### src/rtl/loader_pkg.sv
`default_nettype none
// ============================================================================
//  Module      : loader_pkg
//  Description : Shared types and default sizing for the RAM program loader.
//  Revision    : 1.0  initial release
// ============================================================================
package loader_pkg;

    // Default RAM geometry: 16 bytes addressed by 4 bits
    localparam int RAM_BYTES_DEF = 16;
    localparam int ADDR_W_DEF    = 4;

    // Loader session states, explicitly encoded
    typedef enum logic [2:0] {
        IDLE     = 3'd0,
        WAIT_STB = 3'd1,
        WRITE    = 3'd2,
        WAIT_REL = 3'd3,
        DONE     = 3'd4
    } loader_state_e;

endpackage : loader_pkg
`default_nettype wire

### src/rtl/loader_sync.sv
`default_nettype none
// ============================================================================
//  Module      : loader_sync
//  Description : Multi-stage flip-flop synchronizer for one asynchronous
//                host level. Output lags the input by SYNC_STAGES clocks.
//  Revision    : 1.0  initial release
// ============================================================================
module loader_sync #(
    parameter int SYNC_STAGES = 2
) (
    input  logic clk,
    input  logic rst,
    input  logic async_in,
    output logic sync_out
);

    logic [SYNC_STAGES-1:0] r_sync;

    // Shift the asynchronous level through the synchronizer chain
    always_ff @(posedge clk) begin
        if (rst) begin
            r_sync <= '0;
        end else begin
            r_sync <= {r_sync[SYNC_STAGES-2:0], async_in};
        end
    end

    assign sync_out = r_sync[SYNC_STAGES-1];

endmodule : loader_sync
`default_nettype wire

### src/rtl/ram_program_loader.sv
`default_nettype none
// ============================================================================
//  Module      : ram_program_loader
//  Description : Host-side writer for the program RAM. Captures bytes from
//                the pins via a four-phase strobe/ack handshake, writes them
//                sequentially from address 0 and holds the CPU in clear
//                while the session is active.
//  Options     : LOADER_CHECKSUM_EN - when defined, 'checksum' carries the
//                modulo-256 sum of the bytes written this session; when
//                undefined the port is tied to 8'h00 and no adder exists.
//  Revision    : 1.0  initial release
// ============================================================================
module ram_program_loader
    import loader_pkg::*;
#(
    parameter int RAM_BYTES   = RAM_BYTES_DEF,
    parameter int ADDR_W      = ADDR_W_DEF,
    parameter int SYNC_STAGES = 2
) (
    input  logic              clk,
    input  logic              rst,
    input  logic              load_en,
    input  logic              host_stb,
    input  logic [7:0]        host_data,
    output logic              host_ack,
    output logic [ADDR_W-1:0] ram_addr,
    output logic [7:0]        ram_data,
    output logic              ram_we_n,
    output logic              cpu_hold,
    output logic              done,
    output logic [ADDR_W:0]   byte_count,
    output logic [7:0]        checksum
);

    localparam logic [ADDR_W:0]   c_full      = (ADDR_W+1)'(RAM_BYTES);
    localparam logic [ADDR_W:0]   c_count_one = (ADDR_W+1)'(1);
    localparam logic [ADDR_W-1:0] c_addr_one  = ADDR_W'(1);

    logic              w_ld_s;
    logic              w_stb_s;

    loader_state_e     r_state;
    loader_state_e     w_state_next;

    logic              w_clear;
    logic              w_capture;
    logic              w_commit;

    logic [ADDR_W-1:0] r_addr;
    logic [7:0]        r_data;
    logic [ADDR_W:0]   r_byte_count;

    logic              r_host_ack;
    logic              r_ram_we_n;
    logic              r_cpu_hold;
    logic              r_done;

    loader_sync #(
        .SYNC_STAGES (SYNC_STAGES)
    ) u_sync_ld (
        .clk      (clk),
        .rst      (rst),
        .async_in (load_en),
        .sync_out (w_ld_s)
    );

    loader_sync #(
        .SYNC_STAGES (SYNC_STAGES)
    ) u_sync_stb (
        .clk      (clk),
        .rst      (rst),
        .async_in (host_stb),
        .sync_out (w_stb_s)
    );

    // Next-state decode plus one-cycle datapath strobes
    always_comb begin
        w_state_next = r_state;
        w_clear      = 1'b0;
        w_capture    = 1'b0;
        w_commit     = 1'b0;
        case (r_state)
            IDLE: begin
                if (w_ld_s) begin
                    w_state_next = WAIT_STB;
                    w_clear      = 1'b1;
                end
            end
            WAIT_STB: begin
                // A strobe already in flight wins over the end of session
                if (w_stb_s) begin
                    w_state_next = WRITE;
                    w_capture    = 1'b1;
                end else if (!w_ld_s) begin
                    w_state_next = DONE;
                end
            end
            WRITE: begin
                w_state_next = WAIT_REL;
                w_commit     = 1'b1;
            end
            WAIT_REL: begin
                // byte_count already reflects the byte just written
                if (!w_stb_s) begin
                    if ((r_byte_count == c_full) || !w_ld_s) begin
                        w_state_next = DONE;
                    end else begin
                        w_state_next = WAIT_STB;
                    end
                end
            end
            DONE: begin
                if (!w_ld_s) begin
                    w_state_next = IDLE;
                end
            end
            default: begin
                w_state_next = IDLE;
            end
        endcase
    end

    // State register with glitch-free registered outputs decoded from next state
    always_ff @(posedge clk) begin
        if (rst) begin
            r_state    <= IDLE;
            r_host_ack <= 1'b0;
            r_ram_we_n <= 1'b1;
            r_cpu_hold <= 1'b0;
            r_done     <= 1'b0;
        end else begin
            r_state    <= w_state_next;
            r_host_ack <= (w_state_next == WAIT_REL);
            r_ram_we_n <= (w_state_next != WRITE);
            r_cpu_hold <= (w_state_next == WAIT_STB) ||
                          (w_state_next == WRITE)    ||
                          (w_state_next == WAIT_REL);
            r_done     <= (w_state_next == DONE);
        end
    end

    // Address counter, data capture and saturating byte counter
    always_ff @(posedge clk) begin
        if (rst) begin
            r_addr       <= '0;
            r_data       <= 8'h00;
            r_byte_count <= '0;
        end else if (w_clear) begin
            r_addr       <= '0;
            r_byte_count <= '0;
        end else if (w_capture) begin
            // host_data is held stable by the host until ack, so direct sampling is safe
            r_data <= host_data;
        end else if (w_commit) begin
            r_addr <= r_addr + c_addr_one;
            if (r_byte_count != c_full) begin
                r_byte_count <= r_byte_count + c_count_one;
            end
        end
    end

`ifdef LOADER_CHECKSUM_EN
    logic [7:0] r_checksum;

    // Running modulo-256 sum of the bytes committed this session
    always_ff @(posedge clk) begin
        if (rst) begin
            r_checksum <= 8'h00;
        end else if (w_clear) begin
            r_checksum <= 8'h00;
        end else if (w_commit) begin
            r_checksum <= r_checksum + r_data;
        end
    end

    assign checksum = r_checksum;
`else
    assign checksum = 8'h00;
`endif

    assign host_ack   = r_host_ack;
    assign ram_addr   = r_addr;
    assign ram_data   = r_data;
    assign ram_we_n   = r_ram_we_n;
    assign cpu_hold   = r_cpu_hold;
    assign done       = r_done;
    assign byte_count = r_byte_count;

endmodule : ram_program_loader
`default_nettype wire

### config.mk
export PLATFORM = sky130hd
export DESIGN_NAME = ram_program_loader
export DESIGN_NICKNAME = d
export VERILOG_FILES = /design/src/rtl/loader_pkg.sv /design/src/rtl/loader_sync.sv /design/src/rtl/ram_program_loader.sv
export SDC_FILE = /design/constraint.sdc
export NUM_CORES = 1
export LEC_CHECK = 0
export BUFFER_PORTS_ARGS = -buffer_cell sky130_fd_sc_hd__clkbuf_2
export CORE_MARGIN = 1
export CORE_UTILIZATION = 43
export DETAILED_ROUTE_END_ITERATION = 12
export GPL_TIMING_DRIVEN = 0
export PLACE_DENSITY = 0.69
export SLEW_MARGIN = 20
export SYNTH_ARGS = -nofsm -noshare
export SYNTH_HDL_FRONTEND = slang
export SYNTH_SLANG_ARGS = --single-unit
export TNS_END_PERCENT = 50
### constraint.sdc
create_clock -name clk -period 1.5 [get_ports clk]
set_input_delay 0 -clock clk [delete_from_list [all_inputs] [get_ports clk]]
set_output_delay 0 -clock clk [all_outputs]
set_load 0.05 [all_outputs]
Word level (Yosys, flattened, before mapping)
Cells that the tools add are included.
{"block": "op_classes", "add_sub_neg": 2, "eq_ne": 11, "n_mux": 12, "n_bitwise": 2, "reduce_logical": 9}
{"op": "3-bit two-way mux", "n": 6}
{"op": "3-bit one-hot mux with 5 select lines", "n": 1}
{"op": "3-bit by 2-bit == test with 1-bit output (second input constant)", "n": 4}
{"op": "3-bit by 1-bit == test with 1-bit output (second input constant)", "n": 2}
{"op": "3-bit == test (second input constant)", "n": 2}
{"op": "5-bit by 1-bit adder with 5-bit output (second input constant)", "n": 1}
{"op": "5-bit == test (second input constant)", "n": 1}
{"op": "1-bit two-way mux", "n": 5}
{"op": "5-bit inequality test (second input constant)", "n": 1}
{"op": "4-bit by 1-bit adder with 4-bit output (second input constant)", "n": 1}
{"op": "2-bit AND reduction", "n": 2}
{"op": "3-bit zero test", "n": 1}
{"op": "1-bit logical OR", "n": 3}
{"op": "3-bit by 2-bit inequality test with 1-bit output (second input constant)", "n": 1}
{"op": "3-bit AND reduction", "n": 1}
{"op": "1-bit NOT", "n": 2}
{"op": "2-bit OR reduction", "n": 1}
{"op": "1-bit zero test", "n": 1}
{"block": "totals", "ff_bits": 28, "in_bits": 12, "out_inout_bits": 29}

Depth between registers and ports, before layout
{"block": "depth", "depth_word": 8, "depth_mapped": 5, "mapped_depth_nobuf": 5}

Cells and area by module
A second synthesis with hierarchy kept.
{"block": "hier_totals", "hier_cells": 128, "hier_area_um2": 1216.2}
{"mod": "ram_program_loader", "instances": 1, "cells_each": 120, "area_each_um2": 1111.1, "seq_area_each_um2": 480.5}
{"mod": "loader_sync", "instances": 2, "cells_each": 4, "area_each_um2": 52.6, "seq_area_each_um2": 40.0}

Worst setup path after synthesis
Ideal clock, no wire load.
{"block": "synth_timing", "path_kind": "register -> register", "startpoint": "reg r_byte_count[0] (netlist: byte_count[0])", "endpoint": "reg r_byte_count[2] (netlist: byte_count[2])", "setup_time_ns": 0.070, "t_arrival_ns": 1.749, "slack_ns": -0.319, "path_stages_with_launch": 6, "n_path_buf": 0, "period_less_slack_ns": 1.819, "path_cell_list": "dfxtp_1 > inv_1 > ha_1 > nor4bb_1 > or4_1 > a21oi_1"}
{"block": "synth_via", "elab_chain_cells": 2, "elab_cells_between_ends": 3, "cone_classes": "add/sub: 1; eq/ne: 1; reduce/logical: 1"}
{"item": "start, declared", "line": "ram_program_loader.sv:51", "text": "logic [ADDR_W:0] r_byte_count;"}
{"item": "start signal, assigned", "line": "ram_program_loader.sv:157", "text": "r_byte_count <= r_byte_count + c_count_one;"}
{"item": "branches (longest 2 deep; another with 5-bit by 1-bit adder with 5-bit output)"}
Several ways; the timed one is not identified.
A chain may end at the register's enable or synchronous reset.

Final worst setup path
{"block": "layout_timing", "startpoint": "reg r_state[2]", "endpoint": "reg r_byte_count[2] (netlist: byte_count[2])"}
{"block": "layout_via", "elab_chain_cells": 4, "elab_cells_between_ends": 9, "cone_classes": "eq/ne: 2; mux: 3; bitwise: 1; reduce/logical: 3"}
{"item": "start, declared", "line": "ram_program_loader.sv:42", "text": "loader_state_e r_state;"}
{"item": "start signal, assigned", "line": "ram_program_loader.sv:132", "text": "r_state <= w_state_next;"}
{"item": "3-bit by 1-bit == test with 1-bit output", "line": "ram_program_loader.sv:82", "text": "case (r_state)"}
{"item": "1-bit two-way mux", "line": "ram_program_loader.sv:82"}
{"item": "1-bit NOT (no source line)"}
{"item": "3-bit AND reduction (no source line)"}
Several ways; a longest one is shown, not always the timed one.

==> results.sh <==
export IMPL_drive_above_1_share_pct=35.9
export IMPL_async_flop_share_pct=0
export IMPL_fp_dieW_um=54.7
export IMPL_ys_seq_area_share_pct=47.0
export IMPL_grt_antenna_before_repair=0
export IMPL_gr_total_overflow=0
export IMPL_drv_cap=0
export IMPL_synth_commonest_cells="28 x dfxtp_1, 11 x a21oi_1, 10 x nor2_1, 8 x buf_4, 8 x mux2i_1"
export IMPL_cts_root_buf="clkbuf_4"
export IMPL_finalMaxSlewViolations=0
export IMPL_startpoint_type="flop"
export IMPL_synth_edf_count=0
export IMPL_drt_total_wl_um=2530
export IMPL_area_growth_pct=35.8
export IMPL_grt_first_pass_wirelength_um=3570
export IMPL_htreeDepth=1
export IMPL_seq_area_um2=577
export IMPL_critPathCaptureType="flop"
export IMPL_cts_tree="built"
export IMPL_fin_crit_ns=1.49
export IMPL_p_switching_mw=0.361
export IMPL_clock_fmax_mhz=673
export IMPL_yosysMostFrequentCell="dfxtp_1"
export IMPL_drt_pass1_iter_count=4
export IMPL_hp_class="in2reg"
export IMPL_ir_worst_vdd_mv=0.649
export IMPL_p_per_area_nw_per_um2=810
export IMPL_track_usage_pct=17.2
export IMPL_swShare_pct=27.6
export IMPL_required_ns=1.79
export IMPL_die_h_um=54.7
export IMPL_coreArea_um2=2540
export IMPL_intPower_mw=0.950
export IMPL_status="complete, no violations"
export IMPL_setup_viol=0
export IMPL_hold_path_endpoint="byte_count[1]"
export IMPL_clockBufferDepth=2
export IMPL_drt_initial_drc_count=9
export IMPL_clk_latency_ns=0.33
export IMPL_synth_warning_count=0
export IMPL_clkTransAtPathRegs_ns=0.15
export IMPL_yosysUniqueCellTypes=33
export IMPL_ios=41
export IMPL_grt_max_degree=16
export IMPL_finalCritPeriodShare_pct=99.0
export IMPL_synth_area_um2=1190
export IMPL_comb_power_share_pct=16.6
export IMPL_drc=0
export IMPL_final_setup_worst_slack_ns=0.0147
export IMPL_rr_endpoint="byte_count[2]"
export IMPL_vias=1035
export IMPL_fin_hold_ws_ns=0.0661
export IMPL_num_antenna_cells=0
export IMPL_dp_worst_setup_slack_ns=-0.0937
export IMPL_cts_num_sinks=28
export IMPL_synth_seq_cells=28
export IMPL_skew_ns=0.0125
export IMPL_pwr_share_seq_pct=58.8
export IMPL_gp_congestion=0.735
export IMPL_fillers=222
export IMPL_layout_nets=197
export IMPL_dieArea_um2=2990
export IMPL_synthTopCellsByArea="dfxtp_1 47%, mux2i_1 6.7%, buf_4 5.0%, a21oi_1 4.6%, ha_1 3.1%"
export IMPL_reg2regPathDepth=3
export IMPL_post_drt_wl_per_cell_um=12.0
export IMPL_hpwlAfterDp_um=1630
export IMPL_synth_top_cell_area_share_pct=47.0
export IMPL_vias_per_cell=4.91
export IMPL_synth_cells=124
export IMPL_avgSynthCellArea_um2=9.62
export IMPL_hold_viol=0
export IMPL_synth_area_leader_cell="dfxtp_1"
export IMPL_p_leak_nw=0.679
export IMPL_cp_data_arrival_time_ns=1.77
export IMPL_r2r_start="r_state[2]"
export IMPL_cts_buffers=3
export IMPL_ant_nets=0
export IMPL_power_share_clock_pct=24.6
export IMPL_grt_pass1_vias=874
export IMPL_worst_setup_path_type="reg2reg"
export IMPL_hold_path_depth=4
export IMPL_num_rows=18
export IMPL_min_delay_start="rst"
export IMPL_io_buffers=32
export IMPL_total_power_mw=1.31
export IMPL_multi_input_area_um2=561
export IMPL_rrSetupSlack_ns=0.01
export IMPL_start_util_pct=46.9
export IMPL_ys_flop_type="dfxtp_1"
export IMPL_setup_tns_ns=0
export IMPL_path_max_fanout=6
metal layers:
metal	up-vias	GRT usage, %	part of all wire [%]
met5	-	0	0
met4	0	8.97	1.7
met3	5	3.61	3.8
met2	27	30.3	53
met1	475	19.1	41
li1	528	-	-
flip-flops by register name (all words and copies together) (netlist names), 2 cells and up:
signal	cells
ram_data	8
byte_count	5
ram_addr	4
r_state	3
u_sync_ld.r_sync	2
u_sync_stb.r_sync	2
through the flow:
step / area (um^2) / instances / utilization (%)
2_1_floorplan: 1230 / 131 / -
3_3_place_gp: 1420 / 193 / 55.9
3_5_place_dp: 1420 / 193 / 55.9
4_1_cts: 1560 / 207 / 61.3
5_1_grt: 1620 / 211 / 63.6
6_report: 1620 / 211 / 63.6
power by group through the flow:
stage	Combinational [mW]	Sequential (mW)	Clock [mW]
2_1_floorplan	0.124	0.816	0
3_3_place_gp	0.184	0.788	0
3_5_place_dp	0.188	0.789	0
4_1_cts	0.209	0.774	0.327
5_1_grt	0.234	0.775	0.361
6_report	0.218	0.772	0.322
logic make-up after synthesis:
family | Yosys count | synth area share (%)
DFF | 28 | 47.0
and+or+nand+nor | 41 | 20.8
muxes | 8 | 6.72
AOI/OAI and AO/OA | 22 | 10.5
xor gates and xnor gates | 1 | 0.735
buffers and inverters | 20 | 10.8
other | 1 | 0.314
adders and majority gates | 3 | 3.15
worst max-delay path, cell delays in order, from the launching register on:
cell     delay [ns]
dfxtp_4        0.39
or3b_4         0.43
or4_4          0.50
a21oi_2        0.13
what timing repair did:
item                       in CTS  in global routing
gates cloned                    0                  0
setup endpoints to repair       7                  6
pin swaps                       0                  5
hold buffers                   10                  0
buffers inserted                0                  5
hold endpoints to repair       10                  0
gates resized for setup         3                  9
cell usage in the layout, fill, tap and decap left out, types with 2 or more instances in the layout:
| cell type | instances |
|---|---|
| nor4_1 | 3 |
| nand2b_1 | 2 |
| dfxtp_4 | 4 |
| ha_1 | 3 |
| nor2_1 | 10 |
| buf_6 | 2 |
| clkbuf_4 | 4 |
| o21ai_0 | 6 |
| a21oi_1 | 9 |
| dlygate4sd3_1 | 10 |
| buf_4 | 13 |
| clkbuf_1 | 3 |
| or3_1 | 3 |
| nor2b_1 | 5 |
| inv_1 | 6 |
| a21oi_2 | 2 |
| nor3_1 | 2 |
| clkbuf_2 | 32 |
| nand2_1 | 2 |
| mux2i_1 | 8 |
| dfxtp_1 | 23 |
| conb_1 | 8 |
| nand3_1 | 5 |
how the worst max path moves through the flow:
stage                  start       endpoint  cells after the start
6_report          r_state[2]  byte_count[2]                      3
5_1_grt           r_state[2]  byte_count[2]                      3
4_1_cts           r_state[2]    ram_addr[3]                      5
3_5_place_dp   byte_count[0]           done                      5
3_3_place_gp   byte_count[0]           done                      5
2_1_floorplan  byte_count[4]           done                      3
cell type report:
type                            instances  area share (%)
Sequential cell                        28            35.6
Multi-Input combinational cell         83            34.6
Timing Repair Buffer                   47            18.4
Buffer                                 13            6.03
Tap cell                               30            2.32
Clock buffer                            4            1.62
Inverter                                6            1.39
Power figures use the tool's default switching activity.
